## config.mk

```make
export PLATFORM = sky130hd
export DESIGN_NAME = word_serializer_lsb
export DESIGN_NICKNAME = d
export VERILOG_FILES = /design/src/rtl/word_serializer_lsb_pkg.sv /design/src/rtl/word_serializer_lsb.sv
export SDC_FILE = /design/constraint.sdc
export NUM_CORES = 1
export LEC_CHECK = 0
export ABC_CLOCK_PERIOD_IN_PS = 3700
export CORE_MARGIN = 2
export CORE_UTILIZATION = 35
export DETAILED_ROUTE_END_ITERATION = 12
export PLACE_DENSITY = 0.58
export SLEW_MARGIN = 40
export SYNTH_ARGS = -nofsm -noshare
export SYNTH_HDL_FRONTEND = slang
export SYNTH_SLANG_ARGS = --single-unit
export TNS_END_PERCENT = 1
```

## constraint.sdc

```tcl
create_clock -name clk_in -period 3.7 [get_ports clk_in]
set_input_delay 0.555 -clock clk_in [delete_from_list [all_inputs] [get_ports clk_in]]
set_output_delay 0.555 -clock clk_in [all_outputs]
set_load 0.1 [all_outputs]
```

## src/rtl/word_serializer_lsb_pkg.sv

```systemverilog
// word_serializer_lsb_pkg: shared serial-stage state encoding and default word width
package word_serializer_lsb_pkg;
  typedef enum logic {
    IDLE  = 1'b0,
    SHIFT = 1'b1
  } ser_state_t;
  localparam int SER_WIDTH = 8;
endpackage

```

## src/rtl/word_serializer_lsb.sv

```systemverilog
// word_serializer_lsb: valid/ready parallel-to-serial front end, LSB first with word-boundary markers
// Ports: clk_in/rst_in (async active-high reset); data_in/valid_in/ready_out accept a WIDTH-bit word;
// bit_out is the serial stream, first_out/last_out flag bit 0 / bit WIDTH-1, busy_out flags a word in flight.
module word_serializer_lsb
  import word_serializer_lsb_pkg::*;
#(
  parameter int WIDTH = SER_WIDTH
) (
  input  logic             clk_in,
  input  logic             rst_in,
  input  logic [WIDTH-1:0] data_in,
  input  logic             valid_in,
  output logic             ready_out,
  output logic             bit_out,
  output logic             first_out,
  output logic             last_out,
  output logic             busy_out
);
  localparam int CW = $clog2(WIDTH);
  localparam logic [CW-1:0] LAST = CW'(WIDTH - 1);
  ser_state_t       r_state, w_state_next;
  logic [CW-1:0]    r_cnt, w_cnt_next;
  logic [WIDTH-1:0] r_sr, w_sr_next;
  logic             w_shift, w_last, w_accept;
  assign w_shift  = r_state == SHIFT;
  assign w_last   = w_shift && r_cnt == LAST;
  // ready depends only on state and counter so there is no valid->ready loop
  assign w_accept = valid_in && (!w_shift || w_last);
  always_ff @(posedge clk_in or posedge rst_in) begin
    if (rst_in) begin
      r_state <= IDLE;
      r_cnt   <= '0;
      r_sr    <= '0;
    end else begin
      r_state <= w_state_next;
      r_cnt   <= w_cnt_next;
      r_sr    <= w_sr_next;
    end
  end
  // a last-bit accept reloads in place, giving back-to-back words with no gap
  always_comb begin
    w_state_next = w_accept ? SHIFT : (w_last ? IDLE : r_state);
    w_cnt_next   = (w_accept || w_last) ? '0 : (w_shift ? r_cnt + CW'(1) : r_cnt);
    w_sr_next    = w_accept ? data_in : (w_shift ? r_sr >> 1 : r_sr);
  end
  always_comb begin
    ready_out = !w_shift || w_last;
    bit_out   = w_shift && r_sr[0];
    first_out = w_shift && r_cnt == '0;
    last_out  = w_last;
    busy_out  = w_shift;
  end
endmodule
```

=== After elaboration in Yosys (flattened, before gate mapping) ===
Cells that the tools add are included.

* Bits in read-only memories: 0
* Bits in latches: 0
* Memories: 0
* RAM bits: 0
* Input port bits: 11
* Logic and storage cells: 22
* Register bits after elaboration: 12
* Output and inout port bits: 5

* Equality and inequality tests: 1
* Reduce and logical (&&, ||, !) cells: 11
* Multipliers: 0
* Shifts and indexed selects: 0
* Divide/modulo/power cells: 0
* Muxes and demuxes: 6
* Order comparisons: 0
* $add $sub $neg: 1
* Bitwise gates (word level): 0

{| class="wikitable"
|+ Operators with widths
! cell !! number
|-
| 8-bit 2-to-1 mux || 2
|-
| 3-bit 2-to-1 mux || 2
|-
| 2-bit nonzero test || 3
|-
| 1-bit logical AND || 4
|-
| 3-bit by 1-bit adder with 3-bit output, second input constant || 1
|-
| 3-bit == test, second input constant || 1
|-
| 3-bit zero test || 1
|-
| 1-bit logical OR || 2
|-
| 1-bit 2-to-1 mux || 2
|-
| 1-bit zero test || 1
|}

=== Logic depth before layout (Yosys ltp) ===
* Depth in word-level cells: 6
* Gate-level depth with buffers: 6
* Gate-level depth less buffers: 5

=== Worst setup path before layout ===
OpenSTA, ideal clock, no wires.

* Kind: register to output
* From: register r_state, in the netlist busy_out
* To: output first_out
* Arrival: 2.623 ns
* Stages on the path, launching flop included: 4
* Setup slack: 0.522 ns
* Buffers on the path: 1
* Cell sequence: dfrtp_1 buf_2 nand2_1 nor2_1

* Longest elaborated chain between the ends: 1

{| class="wikitable"
|+ RTL lines
! what !! RTL line !! RTL
|-
| start, declared || word_serializer_lsb.sv:21 || <nowiki>ser_state_t r_state, w_state_next;</nowiki>
|-
| start signal, assigned || word_serializer_lsb.sv:35 || <nowiki>r_state <= w_state_next;</nowiki>
|-
| 1-bit logical AND || word_serializer_lsb.sv:49 || <nowiki>first_out = w_shift && r_cnt == '0;</nowiki>
|-
| end, declared || word_serializer_lsb.sv:15 || <nowiki>output logic first_out,</nowiki>
|}

Every way passes these cells.

=== Final worst setup path ===
* From: register r_cnt[0]
* To: output ready_out

* Longest elaborated chain between the ends: 3

{| class="wikitable"
|+ RTL lines
! what !! RTL line !! RTL
|-
| start, declared || word_serializer_lsb.sv:22 || <nowiki>logic [CW-1:0] r_cnt, w_cnt_next;</nowiki>
|-
| start signal, assigned || word_serializer_lsb.sv:36 || <nowiki>r_cnt <= w_cnt_next;</nowiki>
|-
| 3-bit == test || word_serializer_lsb.sv:26 || <nowiki>assign w_last = w_shift && r_cnt == LAST;</nowiki>
|-
| 1-bit logical AND || word_serializer_lsb.sv:26 ||
|-
| 1-bit logical OR || word_serializer_lsb.sv:47 || <nowiki>ready_out = !w_shift || w_last;</nowiki>
|-
| end, declared || word_serializer_lsb.sv:13 || <nowiki>output logic ready_out,</nowiki>
|}

Every way passes these cells.

==> flow_metrics.env <==
export IMPL_postCtsSetupRepairBufs=0
export IMPL_root_buffer="clkbuf_4"
export IMPL_tightest_slew_ns=0.7280
export IMPL_crit_required_ns=3.14
export IMPL_worstHoldEndpoint="r_sr[6]"
export IMPL_cts_sinks=12
export IMPL_fin_ws_ns=1.365
export IMPL_crit_fanout=13
export IMPL_period_share_pct=63.12
export IMPL_period_minus_slack_ns=2.335
export IMPL_grt_pass1_vias=517
export IMPL_gr_usage_all_layers_pct=12.39
export IMPL_totalPowerFinal_uw=680.4
export IMPL_ctsLongestPathBuffers=2
export IMPL_worst_setup_path_end_kind="primary output"
export IMPL_place_ws_ns=1.433
export IMPL_relSlewSlack_pct=51.46
export IMPL_synth_fa_ha_area_share_pct=5.386
export IMPL_routedWlPerCell_um=11.92
export IMPL_io_pins=16
export IMPL_grt_max_degree=26
export IMPL_row_count=16
export IMPL_setup_tns_ns=0
export IMPL_drt_iter0_drc=6
export IMPL_area_growth_pct=22.98
export IMPL_yosysWarnings=0
export IMPL_r2r_end="r_sr[6]"
export IMPL_synthXorXnorAreaFrac_pct=0
export IMPL_layout_nets=99
export IMPL_critPathLaunchType="register"
export IMPL_die_w_um=48.62
export IMPL_ir_worst_vdd_mv=0.5383
export IMPL_cts_buffers=3
export IMPL_drtPass1Iterations=2
export IMPL_hold_viol=0
export IMPL_path_class="reg -> out"
export IMPL_cts_clk_slew_worst_paths_ns=0.08
export IMPL_holdPathStages=2
export IMPL_worstPathArrival_ns=1.78
export IMPL_synth_top_family_by_area="simple AND/OR/NAND/NOR gates"
export IMPL_reg2regPathDepth=5
export IMPL_portBuffers=15
export IMPL_maxCapViolations=0
export IMPL_holdCritStartpoint="r_sr[7]"
export IMPL_synth_compound_area_share_pct=15.08
export IMPL_ant_nets=0
export IMPL_syn_avg_cell_area_um2=9.956
export IMPL_fill_cells=207
export IMPL_gp_congestion=0.7117
export IMPL_synthesis_nets=84
export IMPL_drv_slew=0
export IMPL_die_h_um=48.62
export IMPL_drive_gt1_share_pct=16.67
export IMPL_antenna_found_initial=0
export IMPL_yosys_area_share_simple_pct=16.70
export IMPL_postLayoutCellArea_um2=857.1
export IMPL_utilization_pct=44.60
export IMPL_hpwl_um=877.2
export IMPL_outcome="finished clean"
export IMPL_vias_per_cell=4.802
export IMPL_vias=533
export IMPL_ys_seq_area_share_pct=43.09
export IMPL_hold_buffers=0
export IMPL_r2r_slack_ns=2.16
export IMPL_hp_class="reg -> reg"
export IMPL_synthCells=70
export IMPL_synth_seq_cells=12
export IMPL_syn_area_um2=696.9
export IMPL_coreArea_um2=1922
export IMPL_grt_overflow=0
export IMPL_power_leakage_uw=0.0004298
export IMPL_start_util_pct=36.26
export IMPL_powerDensity_nw_per_um2=793.9
export IMPL_grt_pass1_wl_um=2290
export IMPL_insertion_delay_ns=0.28
export IMPL_wl_um=1323
export IMPL_clock_fmax_mhz=428.2
export IMPL_htreeDepth=1
export IMPL_finClkSkew_ns=0.006920
export IMPL_antenna_cells=0
export IMPL_die_area_um2=2364
export IMPL_rr_startpoint="r_cnt[0]"
export IMPL_drcViolationCount=0
export IMPL_ys_types=22
export IMPL_finalSetupViolations=0
export IMPL_cts_resized=0
export IMPL_rsz0062_at_grt="false"
export IMPL_cts_tree="done"
export IMPL_place_area_um2=825.8
export IMPL_muxShareOfSynthArea_pct=11.49
-- layout by cell type (no fill, tap or decap), drive strengths merged --
master and count:
ha 3, and3 7, nand2b 2, dfrtp 12, nand2 5, clkdlybuf4s50 9
inv 4, o32ai 1, clkbuf 4, o31ai 1, buf 6, nor2 3
mux2i 8, and2 2, o21ai 9, nand3 1, a31oi 7
-- sequential cells by signal, indices dropped and copies added (netlist names) --
signal,flops
busy_out,1
r_sr,8
r_cnt,3
-- Yosys cell counts, drive strengths merged --
library cell | n | area (um2)
a31oi | 7 | 43.79
and3 | 7 | 45.05
dfrtp | 12 | 300.3
o32ai | 1 | 8.760
o31ai | 1 | 7.510
nand2 | 5 | 26.27
and2 | 2 | 13.77
nor2 | 3 | 11.26
nand3 | 1 | 5.000
buf | 5 | 42.53
ha | 3 | 37.54
nand2b | 2 | 15.02
inv | 4 | 15.01
o21ai | 9 | 45.04
mux2i | 8 | 80.08
-- worst max-delay path, cell delays in order, from the launching register on --
cell      delay, ns
dfrtp_1        0.38
ha_1           0.16
ha_1           0.43
nand2b_2       0.23
buf_4          0.31
-- area by class of cell --
cell class                      count  area (um2)  share of cell area (%)
Multi-Input combinational cell     49       339.1                   39.56
Sequential cell                    12       300.3                   35.04
Timing Repair Buffer               15       132.6                   15.47
Clock buffer                        4       36.28                   4.234
Tap cell                           27       33.78                   3.942
Inverter                            4       15.01                   1.752
-- stage by stage --
stage | instances | hold slack (ns)
4_1_cts | 111 | 0.5189
3_5_place_dp | 107 | 0.5083
5_1_grt | 111 | 0.5369
3_3_place_gp | 107 | 0.4966
2_1_floorplan | 70 | 0.4197
6_report | 111 | 0.5246
-- worst max-delay path by stage --
stage,endpoint,depth (start not counted),slack (ns),startpoint
final,ready_out,4,1.36,r_cnt[0]
after global placement,r_sr[2],4,1.48,valid_in
after floorplan,first_out,3,0.52,busy_out
after global routing,ready_out,4,1.28,r_cnt[0]
after detailed placement,r_sr[6],4,1.43,valid_in
after CTS,ready_out,4,1.35,r_cnt[0]
-- where the power goes --
group | switching, uW | total [uW] | internal, uW
logic | 242 | 350 | 108
clock network | 47.6 | 107 | 59.9
registers | 43.1 | 223 | 180
-- per-layer routing --
layer	vias to the layer above	part of all wire [%]	global-route usage (%)
li1	277	-	-
met3	0	5.7	5.247
met2	11	43	19.86
met1	245	51	16.10
met5	-	0	0
met4	0	0	1.429
-- logic make-up (layout without fill, tap and decap cells) --
family	after synthesis	after routing
flops	12	12
compound gates	18	18
buf+inv	9	23
mux	8	8
simple gates	20	20
fa+ha+maj	3	3
Note: power is estimated with default switching activity, not from simulation.
